### src/rtl/placar_pkg.sv
// Shared scoreboard package: shot-clock controller state encoding and
// the default shot-counter constants used by the counter and display blocks.
package placar_pkg;

  typedef enum logic [1:0] {
    PARADO   = 2'b00,
    CORRENDO = 2'b01,
    VIOLACAO = 2'b10,
    REARME   = 2'b11
  } estado_t;

  localparam int SHOT_INIT_DEF = 14;
  localparam int CW_DEF        = 5;

endpackage

### src/rtl/controlador_posse_detector_borda.sv
// detector_borda: 1-bit rising-edge detector, synchronous active-low reset.
// Edge is combinational from the current input and the registered history.
module detector_borda (
  input  logic i_clk,
  input  logic i_rst_n,
  input  logic i_sinal,
  output logic o_borda
);

  logic r_anterior;

  // Remember last cycle's level so a level already high never reads as an edge.
  always_ff @(posedge i_clk) begin
    if (!i_rst_n) begin
      r_anterior <= 1'b0;
    end else begin
      r_anterior <= i_sinal;
    end
  end

  assign o_borda = i_sinal & ~r_anterior;

endmodule

### src/rtl/controlador_posse.sv
// controlador_posse: possession and shot-clock controller. Commands the
// 14-second shot counter (reset14 / chaveParar), detects violations from its
// buzzer, tracks possession and drives the operator horn.
// Optional feature: define REARME_TIMEOUT_EN to bound the rearm handshake to
// TIMEOUT cycles and raise the sticky erro_rearme flag when it expires.
module controlador_posse
  import placar_pkg::*;
#(
  parameter int SHOT_INIT  = SHOT_INIT_DEF,
  parameter int CW         = CW_DEF,
  parameter int BUZZ_TICKS = 3,
  parameter int TIMEOUT    = 64
) (
  input  logic          clock_in,
  input  logic          reset_n,
  input  logic          tick,
  input  logic          botao_iniciar,
  input  logic          botao_parar,
  input  logic          botao_posse,
  input  logic          botao_rebote,
  input  logic [CW-1:0] contagem_in,
  input  logic          buzzer_in,
  output logic          reset14,
  output logic          chaveParar,
  output logic          posse,
  output logic          violacao,
  output logic          buzzer_out,
  output logic [1:0]    estado,
  output logic          erro_rearme
);

  localparam int TKW = (BUZZ_TICKS > 1) ? $clog2(BUZZ_TICKS) : 1;

  if (BUZZ_TICKS < 1 || TIMEOUT < 1) begin : g_param_invalido
    $error("controlador_posse: BUZZ_TICKS and TIMEOUT must be at least 1");
  end

  estado_t          r_estado;
  estado_t          r_retorno;
  logic             r_reset14;
  logic             r_chave_parar;
  logic             r_posse;
  logic             r_violacao;
  logic             r_buzzer_out;
  logic [TKW-1:0]   r_tick_cnt;
  logic             w_borda_buzzer;
  logic             w_handshake;

  detector_borda u_borda_buzzer (
    .i_clk   (clock_in),
    .i_rst_n (reset_n),
    .i_sinal (buzzer_in),
    .o_borda (w_borda_buzzer)
  );

  // Counter has reloaded and its buzzer has cleared: rearm is complete.
  assign w_handshake = (contagem_in == CW'(SHOT_INIT)) && !buzzer_in;

`ifdef REARME_TIMEOUT_EN
  localparam int TOW = (TIMEOUT > 1) ? $clog2(TIMEOUT) : 1;

  logic [TOW-1:0] r_tout_cnt;
  logic           r_erro_rearme;
`endif

  // Controller FSM: state, return flag, tick/timeout counters and all outputs.
  always_ff @(posedge clock_in) begin
    if (!reset_n) begin
      r_estado      <= PARADO;
      r_retorno     <= PARADO;
      r_reset14     <= 1'b0;
      r_chave_parar <= 1'b1;
      r_posse       <= 1'b0;
      r_violacao    <= 1'b0;
      r_buzzer_out  <= 1'b0;
      r_tick_cnt    <= '0;
`ifdef REARME_TIMEOUT_EN
      r_tout_cnt    <= '0;
      r_erro_rearme <= 1'b0;
`endif
    end else begin
      r_violacao <= 1'b0;
      case (r_estado)
        PARADO: begin
          // A stop request while already stopped still outranks the others.
          if (!botao_parar) begin
            if (botao_posse) begin
              r_posse       <= ~r_posse;
              r_estado      <= REARME;
              r_retorno     <= PARADO;
              r_reset14     <= 1'b1;
              r_chave_parar <= 1'b1;
            end else if (botao_rebote) begin
              r_estado      <= REARME;
              r_retorno     <= PARADO;
              r_reset14     <= 1'b1;
              r_chave_parar <= 1'b1;
            end else if (botao_iniciar) begin
              r_estado      <= CORRENDO;
              r_chave_parar <= 1'b0;
            end
          end
        end

        CORRENDO: begin
          if (w_borda_buzzer) begin
            r_estado      <= VIOLACAO;
            r_violacao    <= 1'b1;
            r_posse       <= ~r_posse;
            r_buzzer_out  <= 1'b1;
            r_chave_parar <= 1'b1;
            r_tick_cnt    <= '0;
          end else if (botao_parar) begin
            r_estado      <= PARADO;
            r_chave_parar <= 1'b1;
          end else if (botao_posse) begin
            r_posse       <= ~r_posse;
            r_estado      <= REARME;
            r_retorno     <= CORRENDO;
            r_reset14     <= 1'b1;
            r_chave_parar <= 1'b1;
          end else if (botao_rebote) begin
            r_estado      <= REARME;
            r_retorno     <= CORRENDO;
            r_reset14     <= 1'b1;
            r_chave_parar <= 1'b1;
          end
        end

        VIOLACAO: begin
          // Horn lasts BUZZ_TICKS seconds, then rearm and come back stopped.
          if (tick) begin
            if (r_tick_cnt == TKW'(BUZZ_TICKS - 1)) begin
              r_tick_cnt   <= '0;
              r_buzzer_out <= 1'b0;
              r_estado     <= REARME;
              r_retorno    <= PARADO;
              r_reset14    <= 1'b1;
            end else begin
              r_tick_cnt <= r_tick_cnt + 1'b1;
            end
          end
        end

        REARME: begin
          if (w_handshake) begin
            r_reset14     <= 1'b0;
            r_estado      <= r_retorno;
            r_chave_parar <= (r_retorno != CORRENDO);
`ifdef REARME_TIMEOUT_EN
            r_tout_cnt    <= '0;
          end else if (r_tout_cnt == TOW'(TIMEOUT - 1)) begin
            // Counter never acknowledged: give up and park stopped.
            r_tout_cnt    <= '0;
            r_reset14     <= 1'b0;
            r_erro_rearme <= 1'b1;
            r_estado      <= PARADO;
            r_chave_parar <= 1'b1;
          end else begin
            r_tout_cnt <= r_tout_cnt + 1'b1;
`endif
          end
        end

        default: begin
          r_estado <= PARADO;
        end
      endcase
    end
  end

  assign estado     = r_estado;
  assign reset14    = r_reset14;
  assign chaveParar = r_chave_parar;
  assign posse      = r_posse;
  assign violacao   = r_violacao;
  assign buzzer_out = r_buzzer_out;

`ifdef REARME_TIMEOUT_EN
  assign erro_rearme = r_erro_rearme;
`else
  assign erro_rearme = 1'b0;
`endif

endmodule

### config.mk
export PLATFORM = sky130hd
export DESIGN_NAME = controlador_posse
export DESIGN_NICKNAME = d
export VERILOG_FILES = /design/src/rtl/placar_pkg.sv /design/src/rtl/controlador_posse_detector_borda.sv /design/src/rtl/controlador_posse.sv
export SDC_FILE = /design/constraint.sdc
export NUM_CORES = 1
export LEC_CHECK = 0
export CAP_MARGIN = 10
export CORE_UTILIZATION = 30
export CTS_CLUSTER_DIAMETER = 50
export DETAILED_ROUTE_END_ITERATION = 7
export REMOVE_ABC_BUFFERS = 1
export SLEW_MARGIN = 20
export SYNTH_ARGS = -nofsm -noshare
export SYNTH_HDL_FRONTEND = slang
export SYNTH_HIERARCHICAL = 1
export SYNTH_SLANG_ARGS = --single-unit
### constraint.sdc
create_clock -name clock_in -period 3.4 [get_ports clock_in]
set_input_delay 0.34 -clock clock_in [delete_from_list [all_inputs] [get_ports clock_in]]
set_output_delay 0.34 -clock clock_in [all_outputs]
set_load 0.02 [all_outputs]
==> impl_metrics.toml <==
[timing]
finalCriticalPeriod_ns = 1.92
finalCritPeriodShare_pct = 56.5
finalSetupViolCount = 0
fin_setup_tns_ns = 0
final_max_slew_viol_count = 0
max_freq_mhz = 521
rsz0062_at_grt = "false"
fin_skew_ns = 0.00169
holdWs_ns = 0.491
finalHoldViolCount = 0

[clock_tree]
ctsHtreeMaxLevel = 1
clk_pin_slew_ns = 0.07
cts_resized = 0
cts_setup_buffers = 0
clockBufferDepth = 2
cts_root_buffer = "clkbuf_4"
cts_sinks = 11
clk-insertion-delay-late_ns = 0.28
cts_made_buffers = 3
tritoncts = "built"
hold_buffers = 0

[die]
num_rows = 15
die_area_mm2 = 0.00217
start_util_pct = 33.1
core_mm2 = 0.00180
die_w_um = 46.6
ios = 21
die_h_um = 46.6

[critical_path]
path_class = "reg -> out"
crit_cells = 1
worstPathArrival_ns = 1.58
cp_slowest_cell = "clkdlybuf4s50_1"
worstRegToRegCells = 3
path_cells = "clkdlybuf4s50_1"
required_ns = 3.06
cp-endpoint = "estado[0]"
critPathBufInv = 1
max_stage_delay_ns = 0.70
end_kind = "output pin"
rr_startpoint = "estado[0]$_SDFFE_PN0P_"
cp-start-kind = "register"
crit_start = "estado[0]$_SDFFE_PN0P_"
critical_path.top_delay_family = "buffers and inverters"
timing.rr.end = "estado[0]$_SDFFE_PN0P_"
r2r_slack_ns = 2.05
crit_fanout = 16

[place]
place.port_buffers = 19
place_hpwl_um = 911
place_congestion = 0.854
placed_cells = 112

[logic_synthesis]
synthTopCellsByArea = "dfxtp_1 37%, and2_1 5.2%, a21oi_1 5.0%"
synth_seq_area_share_pct = 36.9
synth-xor-area-share_pct = 1.47
synth-simple-area-share_pct = 35.0
synth_cells = 71
synth_fa_ha_area_share_pct = 0
syn_area_um2 = 597
synth_compound_area_share_pct = 19.1
postSynthAreaPerCell_um2 = 8.41
ys_ff_latch = 11
synth_top_family_by_area = "simple AND/OR/NAND/NOR gates"
synth.mux.area_fraction_pct = 1.68
ys_types = 32
synth_top_area_share_pct = 36.9
yosys.area.top_type = "dfxtp_1"
yosysWarningCount = 6

[global_routing]
gr-usage-all-layers_pct = 13.7
grt_overflow = 0
grt_max_degree = 17
antenna_found_initial = 0
grt_pass1_wl_um = 1920
grt_pass1_vias = 452

[drt]
drc_errors = 0
viasPerCell = 4.97
antenna_left = 0
route.vias.total = 576
drt_iter0_markers = 13
wire_per_inst_um = 10.9
drtPass1Iterations = 4
wirelength_um = 1270

[run_status]
run_status = "completed"

[cells_and_area]
fin_nets = 105
fin_cells = 116
area_growth_pct = 37.5
drive_gt1_share_pct = 6.59
antenna_cells = 0
nFillCells = 195

[power]
pwr_density_cell_mw_per_mm2 = 402
leakagePower_nw = 0.330
power.total_w = 0.000330
max-vdd-ir-drop_v = 0.000169

[worst_hold_path]
hold_class = "reg -> reg"

[job]
max_cap_viol_count = 0
## placed cells by master, fill, tap and decap left out, types with 2 or more instances in the layout
cell	synthesis	routed
and3_1	2	2
nand3_1	2	2
o21ai_1	3	3
o21ai_0	4	4
and2_1	5	5
and4b_1	2	2
inv_1	2	2
nor2b_1	2	2
a21oi_1	6	6
clkbuf_4	0	3
dfxtp_1	11	11
clkdlybuf4s50_1	0	19
nor2_1	6	6
nand2_1	5	5
nand2b_1	2	2
## how the worst min path moves through the flow
stage                                  startpoint                 endpoint  slack, ns  depth (start not counted)
after global placement       reset14$_SDFFE_PN0P_     reset14$_SDFFE_PN0P_       0.47                          2
after global routing         reset14$_SDFFE_PN0P_     reset14$_SDFFE_PN0P_       0.53                          2
after floorplan                           reset_n  chaveParar$_SDFFE_PN1P_       0.42                          1
after CTS                 buzzer_out$_SDFFE_PN0P_  buzzer_out$_SDFFE_PN0P_       0.50                          2
after detailed placement  buzzer_out$_SDFFE_PN0P_  buzzer_out$_SDFFE_PN0P_       0.48                          2
final                     buzzer_out$_SDFFE_PN0P_  buzzer_out$_SDFFE_PN0P_       0.49                          2
## cell usage after synthesis
cell type	number
nand4_1	1
nand2b_1	2
nor2_4	1
and4b_1	2
o21ai_0	4
conb_1	1
o41ai_1	1
mux2i_1	1
a21oi_1	6
a31oi_1	1
nand2_1	5
o21ai_1	3
dfxtp_1	11
buf_6	1
o311a_1	1
buf_2	1
a21boi_0	1
buf_4	1
and3_1	2
nor2b_4	1
nor4_1	1
nand4b_1	1
o221ai_1	1
nand3_1	2
and2_1	5
nor2_1	6
and4bb_1	1
inv_1	2
nor2b_1	2
o31ai_1	1
xor2_1	1
nor3_2	1
## layer usage
metal	routed length, µm	share of wire [%]	GRT usage [%]	up-vias
met5	0	0	0	-
met4	50	3.9	15.9	0
met3	75	5.9	4.71	5
met2	546	43	16.7	28
met1	596	47	16.8	249
li1	-	-	-	294
## state kept, by name (all words and copies together) (netlist names)
register,flops
chaveParar,1
u_borda_buzzer/r_anterior,1
posse,1
violacao,1
estado,2
r_retorno,1
reset14,1
buzzer_out,1
r_tick_cnt,2
## where the power goes
group          internal, W  switching, W  leakage [nW]   total, W
clock            0.0000456     0.0000479        0.0150  0.0000935
sequential        0.000140     0.0000149        0.0905   0.000155
combinational    0.0000451     0.0000369         0.225  0.0000820
total             0.000230     0.0000998         0.330   0.000330
## kinds of logic (layout without fill, tap and decap cells)
group           count (synthesis)  count (layout)
flops                          11              11
compound gates                 19              19
simple gates                   33              33
other cells                     1               1
buf+inv                         5              25
mux                             1               1
xor+xnor                        1               1
## area by class of cell
type	instances	area, µm²	area share [%]
Inverter	2	7.51	0.915
Tap cell	25	31.3	3.81
Multi-Input combinational cell	55	345	42.1
Clock buffer	4	26.3	3.20
Sequential cell	11	220	26.8
Timing Repair Buffer	19	190	23.2
## metrics by stage
step           instance area [µm²]  utilization (%)  setup slack [ns]
6_report                       821             45.6              1.48
5_1_grt                        821             45.6              1.40
4_1_cts                        821             45.6              1.46
3_5_place_dp                   795             44.1              1.62
3_3_place_gp                   795             44.1              1.67
2_1_floorplan                  573                -              2.07
Power figures use the tool's default switching activity.
